<file path="src/rtl/uart_rx_ctrl.sv">
// uart_rx_ctrl: oversampled UART receive sequencer presenting bytes and error flags on valid/ready
module uart_rx_ctrl #(
    parameter int DATA_BITS  = 8,
    parameter int OVERSAMPLE = 16
) (
    input  logic                 clk,
    input  logic                 rst,
    input  logic                 baud_tick,
    input  logic                 rx_in,
    input  logic                 parity_en,
    input  logic                 parity_odd,
    output logic [DATA_BITS-1:0] rx_data,
    output logic                 rx_valid,
    input  logic                 rx_ready,
    output logic                 pb_error,
    output logic                 sb_error,
    output logic                 overrun,
    output logic                 busy
);
    localparam int TW = $clog2(OVERSAMPLE);
    localparam int BW = $clog2(DATA_BITS + 1);
    localparam logic [TW-1:0] MID = TW'(OVERSAMPLE / 2 - 1);
    localparam logic [TW-1:0] LAST = TW'(OVERSAMPLE - 1);
    localparam logic [BW-1:0] LAST_BIT = BW'(DATA_BITS - 1);

    typedef enum logic [2:0] {IDLE, START, DATA, PARITY, STOP} state_t;

    state_t               state;
    logic                 rx_m, rx_s;
    logic                 armed, p_en, p_odd, pe, stop_s, done;
    logic [TW-1:0]        tick_cnt;
    logic [BW-1:0]        bit_cnt;
    logic [DATA_BITS-1:0] shreg;

    assign busy = (state != IDLE);

    // two-flop synchronizer for the asynchronous serial line, idling high
    always_ff @(posedge clk or posedge rst) begin
        if (rst) begin
            rx_m <= 1'b1;
            rx_s <= 1'b1;
        end else begin
            rx_m <= rx_in;
            rx_s <= rx_m;
        end
    end

    // frame sequencer: start validation at mid start bit, then one sample per bit period
    always_ff @(posedge clk or posedge rst) begin
        if (rst) begin
            state    <= IDLE;
            armed    <= 1'b0;
            tick_cnt <= '0;
            bit_cnt  <= '0;
            shreg    <= '0;
            p_en     <= 1'b0;
            p_odd    <= 1'b0;
            pe       <= 1'b0;
            stop_s   <= 1'b1;
            done     <= 1'b0;
        end else begin
            done <= 1'b0;
            case (state)
                IDLE: begin
                    if (armed && !rx_s) begin
                        state    <= START;
                        armed    <= 1'b0;
                        tick_cnt <= '0;
                    end else if (rx_s) begin
                        armed <= 1'b1;
                    end
                end
                START: begin
                    if (baud_tick) begin
                        tick_cnt <= tick_cnt + 1'b1;
                        if (tick_cnt == MID) begin
                            state    <= rx_s ? IDLE : DATA;
                            tick_cnt <= '0;
                            bit_cnt  <= '0;
                            p_en     <= parity_en;
                            p_odd    <= parity_odd;
                            pe       <= 1'b0;
                        end
                    end
                end
                DATA: begin
                    if (baud_tick) begin
                        tick_cnt <= tick_cnt + 1'b1;
                        if (tick_cnt == LAST) begin
                            shreg   <= {rx_s, shreg[DATA_BITS-1:1]};
                            bit_cnt <= bit_cnt + 1'b1;
                            if (bit_cnt == LAST_BIT)
                                state <= p_en ? PARITY : STOP;
                        end
                    end
                end
                PARITY: begin
                    if (baud_tick) begin
                        tick_cnt <= tick_cnt + 1'b1;
                        if (tick_cnt == LAST) begin
                            pe    <= ((^shreg) ^ rx_s) != p_odd;
                            state <= STOP;
                        end
                    end
                end
                STOP: begin
                    if (baud_tick) begin
                        tick_cnt <= tick_cnt + 1'b1;
                        if (tick_cnt == LAST) begin
                            stop_s <= rx_s;
                            done   <= 1'b1;
                            state  <= IDLE;
                        end
                    end
                end
                default: state <= IDLE;
            endcase
        end
    end

    // output holding register: load on frame completion, clear flags on acceptance
    always_ff @(posedge clk or posedge rst) begin
        if (rst) begin
            rx_data  <= '0;
            rx_valid <= 1'b0;
            pb_error <= 1'b0;
            sb_error <= 1'b0;
            overrun  <= 1'b0;
        end else if (done) begin
            rx_data  <= shreg;
            pb_error <= pe;
            sb_error <= ~stop_s;
            rx_valid <= 1'b1;
            overrun  <= rx_valid && !rx_ready;
        end else if (rx_valid && rx_ready) begin
            rx_valid <= 1'b0;
            pb_error <= 1'b0;
            sb_error <= 1'b0;
            overrun  <= 1'b0;
        end
    end
endmodule
</file>
<file path="config.mk">
export PLATFORM = sky130hd
export DESIGN_NAME = uart_rx_ctrl
export DESIGN_NICKNAME = d
export VERILOG_FILES = /design/src/rtl/uart_rx_ctrl.sv
export SDC_FILE = /design/constraint.sdc
export NUM_CORES = 1
export LEC_CHECK = 0
export CORE_MARGIN = 2
export CORE_UTILIZATION = 30
export DETAILED_ROUTE_END_ITERATION = 10
export PLACE_DENSITY = 0.53
export SYNTH_ARGS = -nofsm -noshare
export SYNTH_HDL_FRONTEND = slang
export SYNTH_SLANG_ARGS = --single-unit
</file>
<file path="constraint.sdc">
create_clock -name clk -period 1.95 [get_ports clk]
set_input_delay 0.39 -clock clk [delete_from_list [all_inputs] [get_ports clk]]
set_output_delay 0.39 -clock clk [all_outputs]
set_load 0.03 [all_outputs]
</file>
==> results.toml, run 1 <==
[yosys]
post_synth_main_area_contributors = "sky130_fd_sc_hd__dfrtp_1 48%, sky130_fd_sc_hd__mux2_1 6.6%, sky130_fd_sc_hd__nand2_1 4.4%"
proportion_of_register_bits_with_asynchronous_set_or_reset_after_synthesis_pct = 100
netlist_top_cells_count = "36 x sky130_fd_sc_hd__dfrtp_1, 22 x sky130_fd_sc_hd__nand2_1, 11 x sky130_fd_sc_hd__mux2_1"
synth_top_flop_cell = "sky130_fd_sc_hd__dfrtp_1"
synthDistinctLibCells = 49
yosys_register_bits = 39
synth.largest_area_cell = "sky130_fd_sc_hd__dfrtp_1"
syn_area_um2 = 1890
sequential_fraction_of_the_synthesis_area_pct = 52.0
syn-num-nets = 176
synth_area_per_cell_um2 = 11.3
yosysTopAreaCellShare_pct = 47.8
synth-edff-count = 0
most_used_standard_cell_by_instance_count_after_synthesis = "sky130_fd_sc_hd__dfrtp_1"
yosysWarnings = 0
synthCells = 167

[final_layout]
layout.nets = 208
drive_above_1_share_pct = 17.0
areaGrowthSynthToFinish_pct = 24.4
num_antenna_cells = 0
fillCellCount = 582

[sta]
finalHoldWorstSlack_ps = 357
worst-slew-pin-transition_ps = 531
timing.clock.skew_ps = 10.8
number_of_hold_violations_in_the_final_report = 0
final-setup-viol-count = 0
slew_violations = 0
period_share_pct = 92.3
highest_clock_frequency_the_design_can_meet_mhz = 556
timing.final.crit_period_ps = 1800
max_slew_margin_pct = 64.6
rsz0062_at_grt = "false"

[worst_setup_path]
timing.critical_path.slowest_stage_cell = "sky130_fd_sc_hd__dfrtp_1"
timing.critical_path.cells = "buf_4 > nor3_1 > inv_2 > buf_4"
cp_max_fo = 13
cpMostUsedCell = "sky130_fd_sc_hd__buf_4"
timing.critical_path.to_type = "output pin"
path_class = "reg2out"
worst_path_arrival_ps = 1410
critical_path.top_delay_family = "buffers and inverters"
timing.critical_path.from_type = "flop"
critPathBufInv = 3
worst_ep_required_time_ps = 1560
critical_path.max_stage_delay_ps = 380

[clocking]
cts_root_buf = "sky130_fd_sc_hd__clkbuf_8"
post_cts_hold_buffer_count = 0
cts.htree.levels = 2
clkTransAtPathRegs_ps = 80
max-clock-path-buffers = 2
cts.repair_timing.setup_buffer_count = 0
numCtsBuffers = 5
worst_skew_pair.late_latency_ps = 300
tritoncts_num_sinks = 39
clock_tree_from_tritoncts = "yes"
cts_repair_resize_count = 0

[placement]
io_buffer_count = 19
hpwlAfterDp_um = 2640
routabilityCongestion = 0.787

[status]
outcome = "finished, final reports clean"

[grt]
grt_start_max_net_pins = 33
grt_overflow = 0
antenna_violations_before_repair = 0
grt_first_pass_wirelength_um = 6400
grtUsageTotal_pct = 11.4
first_global_vias = 1284

[run]
max_cap_violations = 0

[pwr]
pwr_density_cell_nw_per_um2 = 1010
ir_drop_mv = 0.552
report.power.total_mw = 2.37
power_leakage_nw = 1.12

[detailed_routing]
antenna_violating_nets_post_route = 0
vias = 1334
vias_per_cell = 4.85
drt_iter0_markers = 64
detail_route.wl_per_cell_um = 13.1
drt_pre_antenna_iters = 4
totalWireLength_um = 3600
post-route-drc-count = 0

[floorplan]
fp.dieArea_um2 = 6940
start_util_pct = 31.5
io_pins = 20
die_width_um = 83.3
std_cell_rows = 28
die_y_um = 83.3
core_region_area_um2 = 5990

[hold_path]
timing.hold.worst.class = "in2async"
-- per-stage QoR --
stage	utilization [%]	setup slack (ps)	std cells	area [µm²]	setup TNS, ps
2_1_floorplan	-	368	167	1890	0
3_3_place_gp	37.3	-28.7	267	2240	-101
6_report	39.2	150	275	2350	0
5_1_grt	39.2	26.3	275	2350	0
3_5_place_dp	37.3	-46.8	267	2240	-299
4_1_cts	39.2	131	275	2350	0
-- registers in the layout, summed over array words and instances, names as in the netlist --
signal    count
rx_s          1
rx_data       8
rx_m          1
rx_valid      1
sb_error      1
stop_s        1
pe            1
done          1
bit_cnt       4
pb_error      1
state         3
tick_cnt      4
shreg         8
p_en          1
overrun       1
p_odd         1
armed         1
-- worst register-to-register path, delay by kind of cell, from the launching register on --
kind	cells	cell delay [ps]
and+or+nand+nor	2	340
DFF	1	410
AOI/OAI and AO/OA	2	600
adders and majority gates	1	280
-- routing by layer --
layer	track usage (%)	vias up	routed length (µm)
met5	0	-	0
met4	4.47	0	66
met3	3.38	7	156
met2	15.2	26	1480
met1	17.2	646	1900
li1	-	655	-
-- where the power goes --
part / total, mW / internal, mW / switching (mW)
logic: 0.662 / 0.311 / 0.351
clock network: 0.672 / 0.382 / 0.290
registers: 1.03 / 0.915 / 0.119
total: 2.37 / 1.61 / 0.760
-- cell usage in the layout, fill, tap and decap left out, types with 2 or more instances in the layout --
cell type / instances
sky130_fd_sc_hd__mux2i_1: 4
sky130_fd_sc_hd__nand2_1: 22
sky130_fd_sc_hd__a31o_1: 2
sky130_fd_sc_hd__mux2_2: 5
sky130_fd_sc_hd__clkbuf_8: 5
sky130_fd_sc_hd__or3b_1: 2
sky130_fd_sc_hd__nand3_1: 7
sky130_fd_sc_hd__nand2b_1: 3
sky130_fd_sc_hd__dfstp_2: 3
sky130_fd_sc_hd__xnor2_1: 7
sky130_fd_sc_hd__and3_1: 2
sky130_fd_sc_hd__a31oi_1: 2
sky130_fd_sc_hd__mux2_1: 11
sky130_fd_sc_hd__o22ai_1: 3
sky130_fd_sc_hd__nor2b_1: 2
sky130_fd_sc_hd__clkdlybuf4s50_1: 18
sky130_fd_sc_hd__buf_4: 12
sky130_fd_sc_hd__a22o_1: 2
sky130_fd_sc_hd__a21oi_1: 7
sky130_fd_sc_hd__ha_1: 2
sky130_fd_sc_hd__o21ai_1: 2
sky130_fd_sc_hd__o21ai_0: 2
sky130_fd_sc_hd__dfrtp_1: 36
sky130_fd_sc_hd__nor2_1: 6
sky130_fd_sc_hd__inv_1: 6
-- path summary, 6_finish.rpt --
check,start,to,slack (ps),depth (start not counted)
max in group asynchronous,rst,rx_m,1020,3
worst max-delay path,state[2],busy,150,4
worst min register to register,rx_m,rx_s,360,0
worst min-delay path,rst,rx_data[5],360,2
worst max register to register,tick_cnt[0],tick_cnt[3],240,5
min in group clk,rx_m,rx_s,360,0
-- cells by family after synthesis --
kind of cell | synth area share (%)
multiplexers | 12.5
adder cells (fa/ha/maj) | 1.33
buffers and inverters | 3.18
XOR/XNOR | 4.91
AO/OA/AOI/OAI | 9.49
flip-flops | 52.0
AND/OR/NAND/NOR | 16.7
-- layout make-up --
type | count | area [µm²] | share of cell area, %
clock inverter | 2 | 37.5 | 1.60
sequential | 39 | 980 | 41.8
tap | 75 | 93.8 | 4.00
clock buffer | 6 | 72.6 | 3.09
inverter | 7 | 26.3 | 1.12
timing repair buffer | 31 | 290 | 12.4
multi-input combinational | 115 | 846 | 36.1
Power figures use the tool's default switching activity.
==> run 2: changes to the inputs <==
CAP_MARGIN = 25   (was unset)
CORE_MARGIN = 3   (was 2)
CORE_UTILIZATION = 55   (was 30)
PLACE_DENSITY = 0.83   (was 0.53)
==> results.toml, run 2 (same netlist as run 1, synthesis figures left out) <==
[status]
outcome = "finished, final reports clean"

[final_layout]
layout.cells.most_common_list = "36 x sky130_fd_sc_hd__dfrtp_1, 22 x sky130_fd_sc_hd__nand2_1, 18 x sky130_fd_sc_hd__clkdlybuf4s50_1, 11 x sky130_fd_sc_hd__mux2_1"
multiInputGateArea_um2 = 857
num_antenna_cells = 0
areaGrowthSynthToFinish_pct = 17.5
most_common_cell_after_layout_fill_and_taps_aside = "sky130_fd_sc_hd__dfrtp_1"
layout.nets = 203
fillCellCount = 246
drive_above_1_share_pct = 14.9
largestRegisters = "rx_data x8, shreg x8"
regArea_um2 = 980

[worst_setup_path]
worst_path_arrival_ps = 1480
timing.critical_path.to_type = "output pin"
reg2regPathDepth = 4
critPathCapture = "busy"
regToRegStartpoint = "state[2]"
r2r_slack_ps = 100
r2r_end = "shreg[7]"
timing.critical_path.from_type = "flop"
crit_start = "state[1]"
cp_max_fo = 3
path_class = "reg2out"
worst_ep_required_time_ps = 1560

[run]
max_cap_violations = 0

[sta]
slew_violations = 0
period_share_pct = 96.1
final-setup-viol-count = 0
timing.final.crit_period_ps = 1870
worst-slew-pin-transition_ps = 533
max_slew_margin_pct = 64.5
rsz0062_at_grt = "false"
totalNegativeSetupSlack_ps = 0
number_of_hold_violations_in_the_final_report = 0
timing.clock.skew_ps = 13.8
highest_clock_frequency_the_design_can_meet_mhz = 534

[hold_path]
timing.hold.worst.class = "reg2reg"
holdPathStages = 0
timing.hold.worst.start = "rx_m"

[floorplan]
die_y_um = 64.6
core_region_area_um2 = 3150
std_cell_rows = 20
start_util_pct = 59.8
die_width_um = 64.6
fp.dieArea_um2 = 4170
io_pins = 20

[placement]
routabilityCongestion = 0.884
hpwlAfterDp_um = 2540
io_buffer_count = 19

[detailed_routing]
vias = 1312
totalWireLength_um = 3500
vias_per_cell = 5.49
drt_iter0_markers = 75
post-route-drc-count = 0
antenna_violating_nets_post_route = 0
drt_pre_antenna_iters = 4
detail_route.wl_per_cell_um = 14.6

[pwr]
report.power.total_mw = 2.10
power_leakage_nw = 1.08
ir_drop_mv = 0.669
pwr_density_cell_nw_per_um2 = 945

[grt]
grtUsageTotal_pct = 19.4
grt_start_max_net_pins = 40
grt-busiest-layer = "met2"
groute.layer.met2.usage_pct = 31.6
first_global_vias = 1321
grt_overflow = 0
antenna_violations_before_repair = 0
grt_use_met1_pct = 24.3
met3_usage_pct = 6.07
grt_first_pass_wirelength_um = 6170

[clocking]
post_cts_hold_buffer_count = 0
cts_root_buf = "sky130_fd_sc_hd__clkbuf_4"
cts.repair_timing.setup_buffer_count = 0
max-clock-path-buffers = 2
numCtsBuffers = 5
tritoncts_num_sinks = 39
clkTransAtPathRegs_ps = 110
cts.htree.levels = 2
worst_skew_pair.late_latency_ps = 350
clock_tree_from_tritoncts = "yes"
==> run 2: changes by cell type in the layout (fill, tap and decap cells not counted), sizes merged <==
cell	delta
bufinv	-1
buf	-6
clkdlybuf4s15	+1
clkinvlp	-1
clkinv	+2
==> run 2: where the power goes <==
part	switching (mW)	internal (mW)
logic	0.370	0.289
clock network	0.262	0.142
registers	0.118	0.914
==> run 2: final cells by class <==
type | count | share of cell area (%)
inverters | 7 | 1.19
clock inverters | 2 | 0.621
repair buffers | 26 | 11.0
well taps | 44 | 2.48
flip-flops and latches | 39 | 44.2
clock buffers | 6 | 1.86
multi-input cells | 115 | 38.7
==> run 2: what timing repair did <==
item,CTS,global route
setup endpoints to repair,1,1
resized for setup,2,2
pin swaps,0,1
==> run 2: critical path: stages (launching register included) <==
cell and delay (ps):
sky130_fd_sc_hd__dfrtp_1 440, sky130_fd_sc_hd__nor3_4 280, sky130_fd_sc_hd__inv_2 70, sky130_fd_sc_hd__clkdlybuf4s15_1 340
==> run 2: through the flow <==
step           cells  setup slack (ps)  util (%)  cell area (µm²)  hold slack (ps)
2_1_floorplan    167               368         -             1890              345
3_3_place_gp     231              31.8      68.2             2150              346
3_5_place_dp     231              7.51      68.2             2150              347
4_1_cts          239              64.6      70.0             2210              364
5_1_grt          239              11.5      70.3             2220              366
6_report         239              76.9      70.3             2220              362
==> run 2: how the worst min path moves through the flow <==
stage            to
2_1_floorplan  rx_s
3_3_place_gp   rx_s
3_5_place_dp   rx_s
4_1_cts        rx_s
5_1_grt        rx_s
6_report       rx_s
==> run 2: per-layer routing <==
metal,vias to the layer above,share of wire [%]
li1,647,-
met1,632,46
met2,28,49
met3,5,4.1
met4,0,1.2
met5,-,0
==> run 3: changes to the inputs <==
CTS_CLUSTER_SIZE = 16   (was unset)
==> results of run 3 <==
Same layout as run 2: the final DEF is identical, and so are final timing and power.
==> patch: new RTL, config.mk and constraints of run 2 <==
The 5 states of `state_t` get a Gray code encoding in 3 bits.
--- a/src/rtl/uart_rx_ctrl.sv
+++ b/src/rtl/uart_rx_ctrl.sv
@@ -23,7 +23,7 @@
     localparam logic [TW-1:0] LAST = TW'(OVERSAMPLE - 1);
     localparam logic [BW-1:0] LAST_BIT = BW'(DATA_BITS - 1);
 
-    typedef enum logic [2:0] {IDLE, START, DATA, PARITY, STOP} state_t;
+    typedef enum logic [2:0] {IDLE = 3'b000, START = 3'b001, DATA = 3'b011, PARITY = 3'b010, STOP = 3'b110} state_t;
 
     state_t               state;
     logic                 rx_m, rx_s;
Check against the original RTL: same outputs for any inputs over 10 cycles, from zero or initial values and one cycle with rst high; not proved beyond that.
==> patch against run 2 <==
Critical path depth is 2 lower. Clock skew decreased by 0.0033 ns. Global-route usage shrank 2.8 points. Largest cell class unchanged. Routed wire length is 16% lower. Largest power group unchanged. Total power grew 4.5%. Final cell count decreased by 9.6%. Area after synthesis decreased by 3.8%. Synthesized cell count is 14% lower. Setup slack gained 0.041 ns. Sequential cell count stayed put. Sequential power grew 6%. Cell area is 4.8% lower. Count of clock-buffer cells in the layout grew 1. Critical path type unchanged.
==> patch: results <==
[yosys]
synth.cells.most_frequent = dfrtp_1, mux2_2, xnor2_1
yosysSeqAreaShare_pct = 54.0
ys_types = 38
synth_area_leaders = dfrtp_1, mux2_2, dfstp_2, mux2_1, xnor2_1
synth_nets = 153

[cells_and_area]
nets = 180
drive_gt1_share_pct = 21.5

[clock_tree]
cts.repair.resized = 1

[status]
run_status = complete, no violations

[placement]
place_area_um2 = 2060
dpl.hpwl_mm = 2.13
io_buffers = 19

[sta]
clock_skew_ns = 0.0105
slew_headroom_pct = 67.2

[critical_path]
reg2reg_depth = 5
r2r_start = tick_cnt[0]
reg2reg_to = bit_cnt[0]
crit_path_max_fanout = 5
crit_family = buffers and inverters
slowest_delay_ns = 0.69
crit_path_end = rx_valid
setup.worst_path.start = rx_valid
rrSetupSlack_ns = 0.28
cpMaxStageDelayCell = clkdlybuf4s50_1

[global_routing]
grt_pass1_vias = 1158
grt_pass1_wl_mm = 5.26

[routing]
wl_per_cell_um = 13.6
met2_length_mm = 1.43
met3_length_um = 110
avgViaCountPerCell = 5.43
wl_met1_mm = 1.37

[pwr]
leakagePower_nw = 0.949
-- patch: power breakdown --
group,internal (W),switching [W]
Sequential,0.000952,0.000137
Clock,0.000141,0.000247
Combinational,0.000371,0.000342
-- patch: metrics by stage --
step | std cells | hold slack [ns] | util, % | setup slack [ns] | power (W)
2_1_floorplan | 144 | 0.345 | - | 0.358 | 0.00165
3_3_place_gp | 208 | 0.347 | 66.5 | 0.0698 | 0.00177
3_5_place_dp | 208 | 0.350 | 66.5 | 0.00771 | 0.00182
4_1_cts | 216 | 0.366 | 68.1 | 0.0444 | 0.00221
5_1_grt | 216 | 0.368 | 68.0 | 0.0557 | 0.00237
6_report | 216 | 0.362 | 68.0 | 0.118 | 0.00219
-- patch: worst min path at each step --
| stage | from | end | depth (start not counted) |
|---|---|---|---|
| after global placement | rx_m | rx_s | 0 |
| after global routing | rx_m | rx_s | 0 |
| after detailed placement | rx_m | rx_s | 0 |
| after floorplan | rx_m | rx_s | 0 |
| final | rx_m | rx_s | 0 |
| after CTS | rx_m | rx_s | 0 |
-- patch: layer usage --
layer | vias up | GRT usage [%]
li1 | 562 | -
met1 | 584 | 20.9
met2 | 23 | 27.6
met3 | 3 | 5.17
met4 | 0 | 4.31
met5 | - | 0
-- patch: cell type report --
cell class                      instances  area (um2)
Clock buffer                            7        45.0
Clock inverter                          1        5.00
Fill cell                             277         993
Inverter                                3        11.3
Multi-Input combinational cell         96         776
Sequential cell                        39         980
Tap cell                               44        55.1
Timing Repair Buffer                   26         238
-- patch: cells by family (layout without fill, tap and decap cells) --
group | count (synthesis) | in the layout | synth area share [%]
AO/OA/AOI/OAI | 21 | 21 | 7.24
XOR/XNOR | 11 | 11 | 5.31
adder cells (fa/ha/maj) | 2 | 2 | 1.38
buffers and inverters | 9 | 37 | 3.24
flip-flops | 39 | 39 | 54.0
multiplexers | 24 | 24 | 14.7
AND/OR/NAND/NOR | 38 | 38 | 14.1
